==> src/rtl/lcd_text_writer.sv <==
// Byte-stream front end for the lcd16x2 driver: FIFO, 2xCOLS cursor tracking, control-code decode.
// Define LCD_TEXT_WRITER_AUTOWRAP_EN to wrap to the other row after the last column instead of discarding.
module lcd_text_writer #(
    parameter int unsigned FIFO_DEPTH       = 16,
    parameter int unsigned COLS             = 16,
    parameter logic [7:0]  LCD_SETDDRAMADDR = 8'h80,
    parameter logic [7:0]  LCD_ROW_OFFSET   = 8'h40,
    parameter logic [7:0]  LCD_CLEARDISPLAY = 8'h01
) (
    input  logic                       clk_i,
    input  logic                       rst_ni,
    input  logic [7:0]                 char_i,
    input  logic                       char_valid_i,
    output logic                       char_ready_o,
    output logic [7:0]                 lcd_data_o,
    output logic [1:0]                 lcd_ops_o,
    output logic                       lcd_enb_o,
    input  logic                       lcd_rdy_i,
    output logic                       row_o,
    output logic [$clog2(COLS+1)-1:0]  col_o,
    output logic                       busy_o
);

    localparam int unsigned CW = $clog2(COLS + 1);
    localparam int unsigned PW = $clog2(FIFO_DEPTH);
    localparam int unsigned NW = $clog2(FIFO_DEPTH + 1);

    localparam logic [NW-1:0] FULL_CNT = NW'(FIFO_DEPTH);
    localparam logic [CW-1:0] COLS_C   = CW'(COLS);
    localparam logic [CW-1:0] LAST_COL = CW'(COLS - 1);
    localparam logic [1:0]    OPS_CHAR = 2'd1;
    localparam logic [1:0]    OPS_CMD  = 2'd3;

    localparam logic [7:0] CHAR_LF = 8'h0A;
    localparam logic [7:0] CHAR_CR = 8'h0D;
    localparam logic [7:0] CHAR_FF = 8'h0C;
    localparam logic [7:0] CHAR_SP = 8'h20;

    typedef enum logic [1:0] {
        ST_INIT,
        ST_IDLE,
        ST_ISSUE,
        ST_WAIT
    } state_e;

    logic [7:0]    fifoMem_q [FIFO_DEPTH];
    logic [PW-1:0] wrPtr_q, wrPtr_d;
    logic [PW-1:0] rdPtr_q, rdPtr_d;
    logic [NW-1:0] count_q, count_d;
    logic          ready_q, ready_d;
    logic          push;
    logic          pop;
    logic [7:0]    headByte;

    state_e        state_q, state_d;
    logic          row_q, row_d;
    logic [CW-1:0] col_q, col_d;
    logic [7:0]    data_q, data_d;
    logic [1:0]    ops_q, ops_d;
    logic          enb_q, enb_d;
    logic          pend_q, pend_d;
    logic [7:0]    pendData_q, pendData_d;

    function automatic logic [7:0] rowAddr(input logic r);
        return LCD_SETDDRAMADDR | (r ? LCD_ROW_OFFSET : 8'h00);
    endfunction

    assign push     = char_valid_i && ready_q;
    assign headByte = fifoMem_q[rdPtr_q];

    always_ff @(posedge clk_i) begin
        if (push) begin
            fifoMem_q[wrPtr_q] <= char_i;
        end
    end

    // Ready is registered from the next count so it drops right after the filling push.
    always_comb begin
        wrPtr_d = wrPtr_q;
        rdPtr_d = rdPtr_q;
        count_d = count_q;
        if (push) begin
            wrPtr_d = wrPtr_q + PW'(1);
        end
        if (pop) begin
            rdPtr_d = rdPtr_q + PW'(1);
        end
        case ({push, pop})
            2'b10:   count_d = count_q + NW'(1);
            2'b01:   count_d = count_q - NW'(1);
            default: count_d = count_q;
        endcase
        ready_d = (count_d != FULL_CNT);
    end

    always_comb begin
        state_d    = state_q;
        row_d      = row_q;
        col_d      = col_q;
        data_d     = data_q;
        ops_d      = ops_q;
        enb_d      = enb_q;
        pend_d     = pend_q;
        pendData_d = pendData_q;
        pop        = 1'b0;

        case (state_q)
            ST_INIT: begin
                if (lcd_rdy_i) begin
                    data_d  = LCD_SETDDRAMADDR;
                    ops_d   = OPS_CMD;
                    enb_d   = 1'b1;
                    state_d = ST_ISSUE;
                end
            end

            ST_IDLE: begin
                if ((count_q != '0) && lcd_rdy_i) begin
                    pop = 1'b1;
                    if (headByte == CHAR_LF) begin
                        row_d   = ~row_q;
                        col_d   = '0;
                        data_d  = rowAddr(~row_q);
                        ops_d   = OPS_CMD;
                        enb_d   = 1'b1;
                        state_d = ST_ISSUE;
                    end else if (headByte == CHAR_CR) begin
                        col_d   = '0;
                        data_d  = rowAddr(row_q);
                        ops_d   = OPS_CMD;
                        enb_d   = 1'b1;
                        state_d = ST_ISSUE;
                    end else if (headByte == CHAR_FF) begin
                        row_d   = 1'b0;
                        col_d   = '0;
                        data_d  = LCD_CLEARDISPLAY;
                        ops_d   = OPS_CMD;
                        enb_d   = 1'b1;
                        state_d = ST_ISSUE;
                    end else if (headByte >= CHAR_SP) begin
                        if (col_q < COLS_C) begin
                            data_d  = headByte;
                            ops_d   = OPS_CHAR;
                            enb_d   = 1'b1;
                            state_d = ST_ISSUE;
`ifdef LCD_TEXT_WRITER_AUTOWRAP_EN
                            if (col_q == LAST_COL) begin
                                col_d      = '0;
                                row_d      = ~row_q;
                                pend_d     = 1'b1;
                                pendData_d = rowAddr(~row_q);
                            end else begin
                                col_d = col_q + CW'(1);
                            end
`else
                            col_d = col_q + CW'(1);
`endif
                        end
                    end
                end
            end

            ST_ISSUE: begin
                if (!lcd_rdy_i) begin
                    enb_d   = 1'b0;
                    state_d = ST_WAIT;
                end
            end

            ST_WAIT: begin
                if (lcd_rdy_i) begin
                    if (pend_q) begin
                        data_d  = pendData_q;
                        ops_d   = OPS_CMD;
                        enb_d   = 1'b1;
                        pend_d  = 1'b0;
                        state_d = ST_ISSUE;
                    end else begin
                        state_d = ST_IDLE;
                    end
                end
            end

            default: state_d = ST_INIT;
        endcase
    end

    always_ff @(posedge clk_i or negedge rst_ni) begin
        if (!rst_ni) begin
            wrPtr_q    <= '0;
            rdPtr_q    <= '0;
            count_q    <= '0;
            ready_q    <= 1'b0;
            state_q    <= ST_INIT;
            row_q      <= 1'b0;
            col_q      <= '0;
            data_q     <= '0;
            ops_q      <= '0;
            enb_q      <= 1'b0;
            pend_q     <= 1'b0;
            pendData_q <= '0;
        end else begin
            wrPtr_q    <= wrPtr_d;
            rdPtr_q    <= rdPtr_d;
            count_q    <= count_d;
            ready_q    <= ready_d;
            state_q    <= state_d;
            row_q      <= row_d;
            col_q      <= col_d;
            data_q     <= data_d;
            ops_q      <= ops_d;
            enb_q      <= enb_d;
            pend_q     <= pend_d;
            pendData_q <= pendData_d;
        end
    end

    assign char_ready_o = ready_q;
    assign lcd_data_o   = data_q;
    assign lcd_ops_o    = ops_q;
    assign lcd_enb_o    = enb_q;
    assign row_o        = row_q;
    assign col_o        = col_q;
    assign busy_o       = (state_q != ST_IDLE) || (count_q != '0);

endmodule

==> config.mk <==
export PLATFORM = sky130hd
export DESIGN_NAME = lcd_text_writer
export DESIGN_NICKNAME = d
export VERILOG_FILES = /design/src/rtl/lcd_text_writer.sv
export SDC_FILE = /design/constraint.sdc
export NUM_CORES = 1
export LEC_CHECK = 0
export ABC_AREA = 1
export ABC_CLOCK_PERIOD_IN_PS = 5420
export CORE_MARGIN = 2
export CORE_UTILIZATION = 31
export DETAILED_ROUTE_END_ITERATION = 16
export HOLD_SLACK_MARGIN = 0.05
export PLACE_DENSITY_LB_ADDON = 0.12
export SYNTH_ARGS = -nofsm -noshare
export SYNTH_HDL_FRONTEND = slang
export SYNTH_SLANG_ARGS = --single-unit
==> constraint.sdc <==
create_clock -name clk_i -period 5.42 [get_ports clk_i]
set_clock_uncertainty 0.05 [all_clocks]
set_input_delay 0.813 -clock clk_i [delete_from_list [all_inputs] [get_ports clk_i]]
set_output_delay 0.813 -clock clk_i [all_outputs]
set_load 0.1 [all_outputs]
==> flow_summary.yaml <==
timing:
  finalSetupViolCount: 0
  rsz0062_at_grt: "no"
  drv_slew: 0
  fmaxAchievable_mhz: 299
  relSlewSlack_pct: 34.9
  worstMarginPinSlew_ns: 0.973
  tns_ns: 0
  fin_crit_ns: 3.34
  hold_viol: 0
  finalCritPeriodShare_pct: 61.7
  fin_hold_ws_ns: 0.412
power:
  peakVddDrop_mv: 0.324
  seqPwrFrac_pct: 33.3
  p_switching_w: 0.00218
  internal-power_w: 0.00284
  p_clk_share_pct: 24.3
  p_leak_nw: 3.52
  power_w: 0.00501
  pwr-share-comb_pct: 42.3
  p_sw_share_pct: 43.4
  power_density_mw_per_mm2: 593
clock_network:
  cts_tree: "done"
  clock-sinks: 161
  ctsResizeCount: 0
  clk_path_buf_depth: 2
  post_cts_buffers: 0
  cts_hold_buf: 0
  root_buffer: "clkbuf_16"
  clk_pin_slew_ns: 0.07
  h-tree-depth: 4
  clock_latency_ns: 0.43
  cts_made_buffers: 17
min_path:
  hold_path.class: "flip-flop to flip-flop"
global_routing:
  gr-total-overflow: 0
  grt_pass1_wl_um: 28600
  antenna_found_initial: 0
  grt_pass1_vias: 4922
  grt_usage_pct: 15.7
  grt_max_degree: 74
floorplan:
  die-area_mm2: 0.0248
  die_height_um: 158
  io-pin-count: 31
  die_w_um: 158
  start_util_pct: 31.3
  rows: 56
  coreArea_mm2: 0.0233
cells_and_area:
  final_area_mm2: 0.00845
  drive_gt1_share_pct: 7.19
  num_antenna_cells: 0
  nets: 773
  syn2layout_area_growth_pct: 15.7
  n_fill_cell: 2303
route:
  wire_per_inst_um: 16.6
  antenna_left: 0
  vias: 4951
  drt_iter0_markers: 293
  viasPerCell: 4.57
  drt_wl_total_um: 18000
  drcViolationCount: 0
  drt_pass1_iterations: 5
setup_path:
  worstPathArrival_ns: 2.48
  crit_path_end_kind: "primary output"
  critPathBufInv: 1
  max_stage_delay_ns: 0.99
  crit_family: "buffers and inverters"
  path_cells: "nor2_1 -> nand2_1 -> clkdlybuf4s50_1"
  crit_fanout: 8
  slowest_stage: "clkdlybuf4s50_1"
  crit_type: "flip-flop to primary output"
  start_kind: "flip-flop"
  cp_data_required_time_ns: 4.56
synth:
  ys_seq_area_share_pct: 63.9
  synth_cells: 727
  synth_fp_nets: 748
  syn-cell-area_mm2: 0.00730
  synth_seq_cells: 161
  syn_avg_cell_area_um2: 10.0
  netlist-cell-type-count: 37
  yosysWarnings: 0
outcome:
  status: "complete, no violations"
run:
  cap_violations: 0
placement:
  gp_congestion: 0.822
  hpwl_um: 11200
  io_buffers: 30
  dpl_cell_area_mm2: 0.00785
## sequential cells by signal, summed over array words and instances, names as in the netlist
name,cells
fifoMem_q,128
col_o,5
count_q,5
wrPtr_q,4
lcd_enb_o,1
lcd_ops_o,2
state_q,2
char_ready_o,1
lcd_data_o,8
rdPtr_q,4
row_o,1
## per-stage QoR
step	util (%)	setup slack, ns	cells
after CTS	36.2	2.07	1084
final	36.2	2.08	1084
after floorplan	-	2.46	727
after global routing	36.2	1.87	1084
after global placement	33.6	1.89	1052
after detailed placement	33.6	1.71	1052
## placed cells by master (no fill, tap or decap), types with 3 or more instances in the layout
| cell | instances |
|---|---|
| nand3_1 | 83 |
| clkdlybuf4s50_1 | 29 |
| nand4_1 | 9 |
| nand2_2 | 3 |
| inv_1 | 81 |
| o21ai_1 | 4 |
| xor2_1 | 11 |
| edfxtp_1 | 128 |
| clkbuf_4 | 3 |
| nand2_1 | 221 |
| inv_4 | 4 |
| clkinv_1 | 3 |
| clkbuf_16 | 20 |
| a21oi_1 | 7 |
| inv_2 | 4 |
| o211ai_1 | 4 |
| ha_1 | 9 |
| buf_4 | 4 |
| nor2_1 | 60 |
| o21ai_0 | 14 |
| dfrtp_1 | 32 |
## power by group through the flow
stage | Sequential, W | Combinational, W | Clock (W)
floorplan | 0.00204 | 0.00125 | 0
global placement | 0.00169 | 0.00212 | 0
detailed placement | 0.00169 | 0.00215 | 0
CTS | 0.00167 | 0.00215 | 0.00124
global route | 0.00169 | 0.00236 | 0.00130
finish | 0.00167 | 0.00212 | 0.00122
## path summary, 6_finish.rpt
check | start | to | slack [ns] | cells past startpoint
max in group asynchronous | rst_ni | rdPtr_q[0]$_DFFE_PN0P_ | 4.31 | 1
setup / recovery | state_q[1]$_DFFE_PN0P_ | busy_o | 2.08 | 3
hold reg to reg | lcd_ops_o[0]$_DFFE_PN0P_ | lcd_ops_o[0]$_DFFE_PN0P_ | 0.41 | 2
hold / removal | lcd_ops_o[0]$_DFFE_PN0P_ | lcd_ops_o[0]$_DFFE_PN0P_ | 0.41 | 2
setup reg to reg | rdPtr_q[1]$_DFFE_PN0P_ | lcd_data_o[5]$_DFFE_PN0P_ | 2.25 | 14
min in group asynchronous | rst_ni | col_o[1]$_DFFE_PN0P_ | 0.44 | 1
## cells in the mapped netlist, drive strengths merged
cell type / n / area share, %
or2: 4 / 0.34
nor2: 62 / 3.3
buf: 27 / 2.4
and2: 1 / 0.086
dfrtp: 33 / 11
nor4: 2 / 0.17
nand3b: 2 / 0.21
clkbuf: 1 / 0.051
a22o: 1 / 0.12
edfxtp: 128 / 53
xor2: 11 / 1.3
a21boi: 2 / 0.21
o21ai: 20 / 1.5
nand2: 226 / 12
nand3: 84 / 5.8
xnor2: 2 / 0.24
inv: 86 / 4.5
nand4: 11 / 1.2
o211ai: 4 / 0.41
a32oi: 1 / 0.12
a21oi: 7 / 0.48
ha: 9 / 1.5
clkinv: 3 / 0.15
## metal layers
layer / up-vias / share of wire [%] / global-route usage [%]
li1: 2431 / - / -
met1: 2420 / 46 / 20.1
met2: 92 / 50 / 27.1
met3: 8 / 3.2 / 3.55
met4: 0 / 0.70 / 3.42
met5: - / 0 / 0
## tightest hold or removal path, cell delays in order (launching register included)
cell and delay, ns:
dfrtp_1 0.34, inv_1 0.04, nand2_1 0.05
## layout make-up
class                           instances  area (µm²)  area share, %
Clock buffer                           25         531           6.28
Clock inverter                          7        67.6          0.800
Inverter                               89         337           3.98
Multi-Input combinational cell        449        2120           25.1
Sequential cell                       161        4670           55.3
Tap cell                              319         399           4.72
Timing Repair Buffer                   34         325           3.85
## kinds of logic after synthesis
group,after synthesis,share of synthesized area [%]
xor+xnor,13,1.56
compound gates,35,2.81
flops,161,63.9
simple gates,392,23.1
buf+inv,117,7.06
fa+ha+maj,9,1.54
Note: power is estimated with default switching activity, not from simulation.
